**src/rtl/adc_pattern_gen.sv**
```systemverilog
// ADC test-pattern transmitter: lock preamble (alternating 0/all-ones, 2^CNT_WIDTH words), then a selectable payload.
// Latency: all outputs registered, one cycle from inputs; no backpressure. Define ADC_PATGEN_PRBS_EN to build the PRBS-15 payload.
module adc_pattern_gen #(
    parameter int DATA_WIDTH = 14,
    parameter int CNT_WIDTH  = 17
) (
    input  logic                  aclk,
    input  logic                  resetn,
    input  logic                  enable_i,
    input  logic [1:0]            mode_i,
    input  logic                  inject_i,
    output logic [DATA_WIDTH-1:0] data_o,
    output logic                  preamble_o,
    output logic                  done_o
);

    typedef enum logic [1:0] {
        IDLE = 2'd0,
        PRE  = 2'd1,
        RUN  = 2'd2
    } state_t;

    state_t                state_q, state_d;
    logic [CNT_WIDTH-1:0]  cnt_q, cnt_d;
    logic [DATA_WIDTH-1:0] idx_q, idx_d;
    logic [1:0]            mode_q, mode_d;
    logic                  inj_q, inj_d;
    logic [DATA_WIDTH-1:0] data_q, data_d;
    logic                  pre_q, pre_d;
    logic                  done_q, done_d;
    logic [DATA_WIDTH-1:0] pat;

`ifdef ADC_PATGEN_PRBS_EN
    localparam logic [14:0] LFSR_SEED = 15'h7FFF;
    localparam int          LW        = (DATA_WIDTH < 15) ? DATA_WIDTH : 15;

    logic [14:0] lfsr_q, lfsr_d;

    // x^15 + x^14 + 1, shifting towards the MSB
    function automatic logic [14:0] lfsr_step(input logic [14:0] s);
        return {s[13:0], s[14] ^ s[13]};
    endfunction
`endif

    always_ff @(posedge aclk) begin
        if (!resetn) begin
            state_q <= IDLE;
            cnt_q   <= '0;
            idx_q   <= '0;
            mode_q  <= 2'd0;
            inj_q   <= 1'b0;
            data_q  <= '0;
            pre_q   <= 1'b0;
            done_q  <= 1'b0;
`ifdef ADC_PATGEN_PRBS_EN
            lfsr_q  <= '0;
`endif
        end else begin
            state_q <= state_d;
            cnt_q   <= cnt_d;
            idx_q   <= idx_d;
            mode_q  <= mode_d;
            inj_q   <= inj_d;
            data_q  <= data_d;
            pre_q   <= pre_d;
            done_q  <= done_d;
`ifdef ADC_PATGEN_PRBS_EN
            lfsr_q  <= lfsr_d;
`endif
        end
    end

    always_comb begin
        state_d = state_q;
        cnt_d   = cnt_q;
        idx_d   = idx_q;
        mode_d  = mode_q;
        inj_d   = 1'b0;
        pre_d   = 1'b0;
        done_d  = 1'b0;
        pat     = '0;
`ifdef ADC_PATGEN_PRBS_EN
        lfsr_d  = lfsr_q;
`endif

        if (!enable_i) begin
            state_d = IDLE;
            cnt_d   = '0;
            idx_d   = '0;
`ifdef ADC_PATGEN_PRBS_EN
            lfsr_d  = '0;
`endif
        end else begin
            case (state_q)
                IDLE: begin
                    state_d = PRE;
                    cnt_d   = '0;
                    mode_d  = mode_i;
                    pre_d   = 1'b1;
                end
                PRE: begin
                    inj_d = inject_i;
                    // cnt_q tracks the word currently on the output
                    if (cnt_q == '1) begin
                        state_d = RUN;
                        idx_d   = '0;
                        done_d  = 1'b1;
`ifdef ADC_PATGEN_PRBS_EN
                        lfsr_d  = LFSR_SEED;
`endif
                    end else begin
                        cnt_d = cnt_q + 1'b1;
                        pre_d = 1'b1;
                    end
                end
                RUN: begin
                    inj_d  = inject_i;
                    idx_d  = idx_q + 1'b1;
                    done_d = 1'b1;
`ifdef ADC_PATGEN_PRBS_EN
                    lfsr_d = lfsr_step(lfsr_q);
`endif
                end
                default: begin
                    state_d = IDLE;
                end
            endcase
        end

        if (state_d == PRE) begin
            pat = {DATA_WIDTH{cnt_d[0]}};
        end else if (state_d == RUN) begin
            case (mode_q)
                2'd1:    pat = idx_d;
                2'd3:    pat = '0;
`ifdef ADC_PATGEN_PRBS_EN
                2'd2:    pat = DATA_WIDTH'(lfsr_d[LW-1:0]);
`endif
                default: pat = {DATA_WIDTH{idx_d[0]}};
            endcase
        end

        // inject flips bit 0 of the word after the one it was sampled with
        data_d = pat ^ {{(DATA_WIDTH-1){1'b0}}, inj_q & enable_i};
    end

    assign data_o     = data_q;
    assign preamble_o = pre_q;
    assign done_o     = done_q;

endmodule

```
**config.mk**
```make
export PLATFORM = sky130hd
export DESIGN_NAME = adc_pattern_gen
export DESIGN_NICKNAME = d
export VERILOG_FILES = /design/src/rtl/adc_pattern_gen.sv
export SDC_FILE = /design/constraint.sdc
export NUM_CORES = 1
export LEC_CHECK = 0
export BUFFER_PORTS_ARGS = -buffer_cell sky130_fd_sc_hd__buf_2
export CORE_MARGIN = 5
export CORE_UTILIZATION = 55
export DETAILED_ROUTE_END_ITERATION = 16
export PLACE_DENSITY = 0.8
export RECOVER_POWER = 100
export SKIP_LAST_GASP = 1
export SYNTH_ARGS = -nofsm -noshare
export SYNTH_HDL_FRONTEND = slang
export SYNTH_SLANG_ARGS = --single-unit
```
**constraint.sdc**
```tcl
create_clock -name aclk -period 2.5 [get_ports aclk]
set_input_delay 0.25 -clock aclk [delete_from_list [all_inputs] [get_ports aclk]]
set_output_delay 0.25 -clock aclk [all_outputs]
set_load 0.05 [all_outputs]
```
==> results of run 1 <==
-- cell type report --
class	count	share of cell area
inverters	11	0.0136
repair buffers	36	0.0665
well taps	67	0.0277
multi-input cells	247	0.517
clock buffers	7	0.0285
flip-flops and latches	52	0.344
clock inverters	1	0.00248
-- Yosys cell counts, drive strengths merged (3+ instances only) --
| cell type | instances |
|---|---|
| nand4 | 7 |
| nor3 | 11 |
| dfxtp | 52 |
| nand3 | 19 |
| xnor2 | 3 |
| nand2b | 3 |
| o21ai | 19 |
| buf | 7 |
| mux2 | 3 |
| ha | 7 |
| o211ai | 9 |
| or3 | 14 |
| a211oi | 5 |
| nor2 | 31 |
| inv | 11 |
| nand3b | 3 |
| clkbuf | 10 |
| a31oi | 5 |
| a22oi | 6 |
| and2 | 5 |
| a311oi | 4 |
| a21oi | 30 |
| nand2 | 29 |
| nor4 | 3 |
| a221oi | 3 |
-- logic make-up after synthesis --
logic type               synth area share
AO/OA/AOI/OAI                       0.235
XOR/XNOR                           0.0130
adder cells (fa/ha/maj)            0.0326
buffers and inverters              0.0489
flip-flops                          0.387
multiplexers                       0.0163
AND/OR/NAND/NOR                     0.267
-- sequential cells by signal, summed over array words and instances, names as in the netlist --
| register | cells |
|---|---|
| cnt_q | 17 |
| data_o | 14 |
| done_o | 1 |
| idx_q | 14 |
| inj_q | 1 |
| mode_q | 2 |
| preamble_o | 1 |
| state_q | 2 |
-- per-stage QoR --
step	power [W]	setup WS, ps	cell area [µm²]	instances
finish	0.00146	147	3030	421
global route	0.00152	15.0	3030	421
CTS	0.00146	25.0	2990	419
detailed placement	0.000976	49.6	2890	411
global placement	0.000973	151	2890	411
floorplan	0.000943	211	2690	326
-- where the power goes --
part           internal [W]  total [W]  switching, W  leakage, nW
Combinational     0.0000353   0.000126     0.0000905        0.501
Sequential         0.000835   0.000841    0.00000634        0.420
Clock              0.000225   0.000492      0.000267       0.0445
-- routing by layer --
layer / GRT usage / vias up
met5: 0 / -
met4: 0.0963 / 0
met3: 0.0474 / 33
met2: 0.359 / 116
met1: 0.259 / 1250
li1: - / 1253
-- tightest hold or removal path: stages --
cell     delay, ps
buf_2           90
nand3_1         50
a21oi_1         50
-- final timing paths --
path / from / to / slack [ps] / cells after the start
worst max-delay path: cnt_q[0]$_SDFF_PN0_ / data_o[11]$_SDFF_PN0_ / 150 / 9
worst min-delay path: mode_i[0] / mode_q[0]$_SDFFE_PN0P_ / 190 / 3
worst max register to register: cnt_q[0]$_SDFF_PN0_ / data_o[11]$_SDFF_PN0_ / 150 / 9
worst min register to register: inj_q$_SDFF_PN0_ / data_o[0]$_SDFF_PN0_ / 500 / 2
-- repair_timing --
item | in CTS | in global routing
hold endpoints to repair | 0 | 0
buffers inserted | 0 | 1
setup endpoints to repair | 0 | 18
resized for setup | 0 | 12
==> results.py, run 1 <==
metrics = {
    "cts": {
        "clkTransAtPathRegs_ps": 90,
        "cts.htree.levels": 2,
        "cts_max_path_buffers": 2,
        "clockRootBuffer": "clkbuf_8",
        "postCtsHoldBufs": 0,
        "cts.sinks": 52,
        "numCtsBuffers": 5,
        "cts_tree": "done",
        "clk_latency_ps": 300,
    },
    "critical_path": {
        "cpLargestDelayFamily": "simple AND/OR/NAND/NOR gates",
        "endpoint_kind": "register",
        "critical-path-max-stage-delay_ps": 360,
        "path_class": "register to register",
        "start_kind": "register",
        "cp_max_fo": 6,
        "crit_chain": "ha_1 -> nand4_1 -> nor3_2 -> ha_2 -> and4b_1 -> or2_2 -> nor2_2 -> a21oi_2 -> a311oi_2",
        "crit_arrival_ps": 2580,
        "critPathSlowestCell": "dfxtp_1",
        "path_buf_inv": 0,
        "worstPathRequired_ps": 2720,
    },
    "timing": {
        "relSlewSlack": 0.515,
        "fin_setup_tns_ps": 0,
        "finalCriticalPeriod_ps": 2350,
        "worstMarginPinSlew_ps": 726,
        "drv_slew": 0,
        "clock.fmax_mhz": 425,
        "whs_ps": 186,
        "rsz0062_at_grt": "false",
        "fin_crit_sh": 0.941,
        "finalHoldViolations": 0,
        "finalClockSkew_ps": 8.76,
        "setup_violations": 0,
    },
    "detailed_routing": {
        "top_layer": "met4",
        "routedWlPerCell_um": 16.3,
        "drtIter0Drc": 313,
        "vias": 2652,
        "firstDrtPassIters": 5,
        "drc": 0,
        "postRouteAntennaNets": 0,
        "met2_length_mm": 3.29,
        "wl_met3_um": 476,
        "met1_length_mm": 2.81,
        "drt-total-wl_mm": 6.84,
        "routed_via_density": 6.30,
    },
    "power": {
        "power_density_mw_per_mm2": 481,
        "ir_drop_uv": 378,
        "leakage_nw": 0.966,
    },
    "layout": {
        "drive_above_1_share": 0.153,
        "multi_input_area_mm2": 0.00157,
        "final_nets": 366,
        "final_common_cell": "dfxtp_1",
        "n_antenna_cell": 0,
        "nFillCells": 418,
        "seq_area_mm2": 0.00104,
        "final_cell_mix": "dfxtp_1, nand2_1, nor2_1, a21oi_1, nand3_1",
        "areaGrowthSynthToFinish_pct": 12.7,
        "fin_util": 0.642,
    },
    "run_status": {
        "status": "complete, no violations",
    },
    "placement": {
        "io_buffer_count": 21,
        "dp_hpwl_mm": 4.85,
        "gp_congestion": 0.890,
    },
    "logic_synthesis": {
        "postSynth.asyncResetShare": 0,
        "yosysTopAreaCell": "dfxtp_1",
        "synthesis.area_mm2": 0.00269,
        "ys_ff_latch": 52,
        "netlist_top_cells_area": "dfxtp_1, a21oi_1, nand2_1",
        "synth_cell_types": 58,
        "ys.flop_type": "dfxtp_1",
        "yosysSeqAreaShare": 0.387,
        "syn_nets": 339,
        "avgSynthCellArea_um2": 8.25,
        "synth_edf_count": 0,
        "yosys_warnings": 0,
        "syn_inst": 326,
        "synth_top_area_share": 0.387,
    },
    "die": {
        "start_util": 0.569,
        "dieWidth_um": 79.9,
        "io-pin-count": 22,
        "die_y_um": 79.9,
        "core.rowCount": 25,
        "dieArea_mm2": 0.00639,
        "coreArea_mm2": 0.00472,
    },
    "global_route": {
        "grt_pass1_vias": 2388,
        "antenna_found_initial": 0,
        "grt_max_degree": 23,
        "grt.overflow.total": 0,
        "grt_pass1_wl_mm": 10.9,
        "grtUsageTotal": 0.214,
    },
    "job": {
        "max-cap-violations": 0,
    },
    "hold_path": {
        "hold_class": "primary input to register",
    },
}
Note: power is estimated with default switching activity, not from simulation.
==> run 2, diff against run 1 <==
--- a/config.mk
+++ b/config.mk
@@ -11,6 +11,7 @@
 export DETAILED_ROUTE_END_ITERATION = 16
 export PLACE_DENSITY = 0.8
 export RECOVER_POWER = 100
+export REMOVE_ABC_BUFFERS = 1
 export SKIP_LAST_GASP = 1
 export SYNTH_ARGS = -nofsm -noshare
 export SYNTH_HDL_FRONTEND = slang
==> run 2 against run 1 <==
Effect of this change:
- fmax grew 1.1%
- combinational power barely moved
- register-to-register slack gained 30 ps
- hold slack lost 24 ps
- sequential power is essentially flat
- non-clock buffer count is 5 higher
- critical path depth is 2 higher
- design area up 0.54%
- utilization is 0.34 points higher
- sequential share of layout area decreased by 0.060 points
- critical endpoint is now data_o[0]$_SDFF_PN0_
- final cell count increased by 0.48%
==> results.py, run 2 (synthesized netlist as in run 1, its figures left out) <==
metrics = {
    "detailed_routing": {
        "top_layer": "met4",
        "routed_via_density": 5.96,
        "drc": 0,
        "vias": 2520,
        "drt-total-wl_mm": 6.37,
        "met1_length_mm": 2.89,
        "routedWlPerCell_um": 15.1,
        "drtIter0Drc": 250,
        "postRouteAntennaNets": 0,
        "met2_length_mm": 2.94,
        "firstDrtPassIters": 5,
        "wl_met3_um": 411,
    },
    "cts": {
        "clk_latency_ps": 300,
        "clockRootBuffer": "clkbuf_8",
        "cts.htree.levels": 2,
        "cts.sinks": 52,
        "clkTransAtPathRegs_ps": 90,
        "cts_max_path_buffers": 2,
        "cts_tree": "done",
        "postCtsHoldBufs": 0,
        "numCtsBuffers": 5,
    },
    "power": {
        "power_density_mw_per_mm2": 495,
        "totalPowerFinal_w": 0.00151,
        "leakage_nw": 0.989,
        "ir_drop_uv": 330,
    },
    "timing": {
        "drv_slew": 0,
        "finalClockSkew_ps": 8.25,
        "finalHoldViolations": 0,
        "worstMarginPinSlew_ps": 811,
        "relSlewSlack": 0.458,
        "finalCriticalPeriod_ps": 2330,
        "clock.fmax_mhz": 430,
        "fin_crit_sh": 0.931,
        "whs_ps": 162,
        "setup_violations": 0,
        "setup_slack_ps": 172,
    },
    "critical_path": {
        "path_class": "register to register",
        "critPathSlowestCell": "dfxtp_1",
        "worstPathRequired_ps": 2740,
        "path_buf_inv": 2,
        "cpLargestDelayFamily": "simple AND/OR/NAND/NOR gates",
        "endpoint_kind": "register",
        "start_kind": "register",
        "critical-path-max-stage-delay_ps": 340,
        "crit_top_cell": "buf_4",
        "crit_arrival_ps": 2570,
        "cp_max_fo": 5,
        "crit_chain": "and4_4 -> nand4_1 -> nor3_2 -> ha_2 -> buf_4 -> and4b_1 -> or2_4 -> nor2_4 -> buf_4 -> a22oi_2 -> mux2i_1",
    },
    "global_route": {
        "grt_pass1_wl_mm": 10.5,
        "grt.overflow.total": 0,
        "grtUsageTotal": 0.203,
        "grt_max_degree": 24,
        "antenna_found_initial": 0,
        "grt_pass1_vias": 2235,
    },
    "job": {
        "max-cap-violations": 0,
    },
    "layout": {
        "final_cell_mix": "dfxtp_1, nand2_1, nor2_1, a21oi_1, nand3_1",
        "final_nets": 370,
        "n_antenna_cell": 0,
        "final_common_cell": "dfxtp_1",
        "top_register": "cnt_q",
        "areaGrowthSynthToFinish_pct": 13.3,
        "final_cells": 423,
        "drive_above_1_share": 0.163,
        "largest_reg_flops": 17,
    },
    "die": {
        "core.rowCount": 25,
        "die_y_um": 79.9,
        "dieArea_mm2": 0.00639,
        "io-pin-count": 22,
        "coreArea_mm2": 0.00472,
        "start_util": 0.569,
        "dieWidth_um": 79.9,
    },
    "placement": {
        "dp_hpwl_mm": 4.54,
        "dp.cells": 411,
        "gp_congestion": 0.880,
        "io_buffer_count": 21,
        "post-place-ws_ps": -20.4,
    },
    "hold_path": {
        "hold_class": "primary input to register",
    },
    "run_status": {
        "status": "complete, no violations",
    },
}
==> run 2: changes by cell type in the layout (fill, tap and decap cells not counted), sizes merged <==
| cell | delta |
|---|---|
| a211oi | -1 |
| buf | +3 |
| bufinv | +1 |
| clkinvlp | -1 |
==> run 2: path summary, 6_finish.rpt <==
check | from | end | slack [ps] | cells past startpoint
setup / recovery | cnt_q[9]$_SDFFE_PN0P_ | data_o[0]$_SDFF_PN0_ | 170 | 11
hold / removal | inject_i | inj_q$_SDFF_PN0_ | 160 | 3
setup reg to reg | cnt_q[9]$_SDFFE_PN0P_ | data_o[0]$_SDFF_PN0_ | 170 | 11
hold reg to reg | inj_q$_SDFF_PN0_ | data_o[0]$_SDFF_PN0_ | 490 | 2
==> run 2: power breakdown <==
group	internal (W)	total, W	switching, W	leakage, nW
sequential	0.000835	0.000840	0.00000513	0.422
combinational	0.0000347	0.000123	0.0000885	0.517
clock	0.000288	0.000547	0.000259	0.0501
==> run 2: layout make-up <==
cell class / count / area, µm²
Inverter: 11 / 41.3
Multi-Input combinational cell: 246 / 1550
Sequential cell: 52 / 1050
Timing Repair Buffer: 41 / 228
Clock inverter: 1 / 30.0
Clock buffer: 5 / 68.8
Tap cell: 67 / 83.8
Fill cell: 399 / 1680
==> run 2: metrics by stage <==
stage	setup TNS (ps)	utilization	instance area [µm²]
6_report	0	0.645	3050
5_1_grt	-7.23	0.645	3050
4_1_cts	0	0.634	2990
3_5_place_dp	-20.4	0.612	2890
3_3_place_gp	0	0.612	2890
2_1_floorplan	0	-	2600
==> run 2: per-layer routing <==
layer / track usage / vias to the layer above
li1: - / 1256
met1: 0.262 / 1153
met2: 0.349 / 99
met3: 0.0384 / 12
met4: 0.0490 / 0
met5: 0 / -
==> run 2: worst min-delay path, cell delays in order <==
cell and delay, ps:
buf_2 90, inv_1 40, nor3_1 40
==> run 2: timing repair <==
action | 4_1_cts | 5_1_grt
resized for setup | 1 | 17
setup endpoints to repair | 2 | 30
pin swaps | 0 | 6
setup buffers | 0 | 6
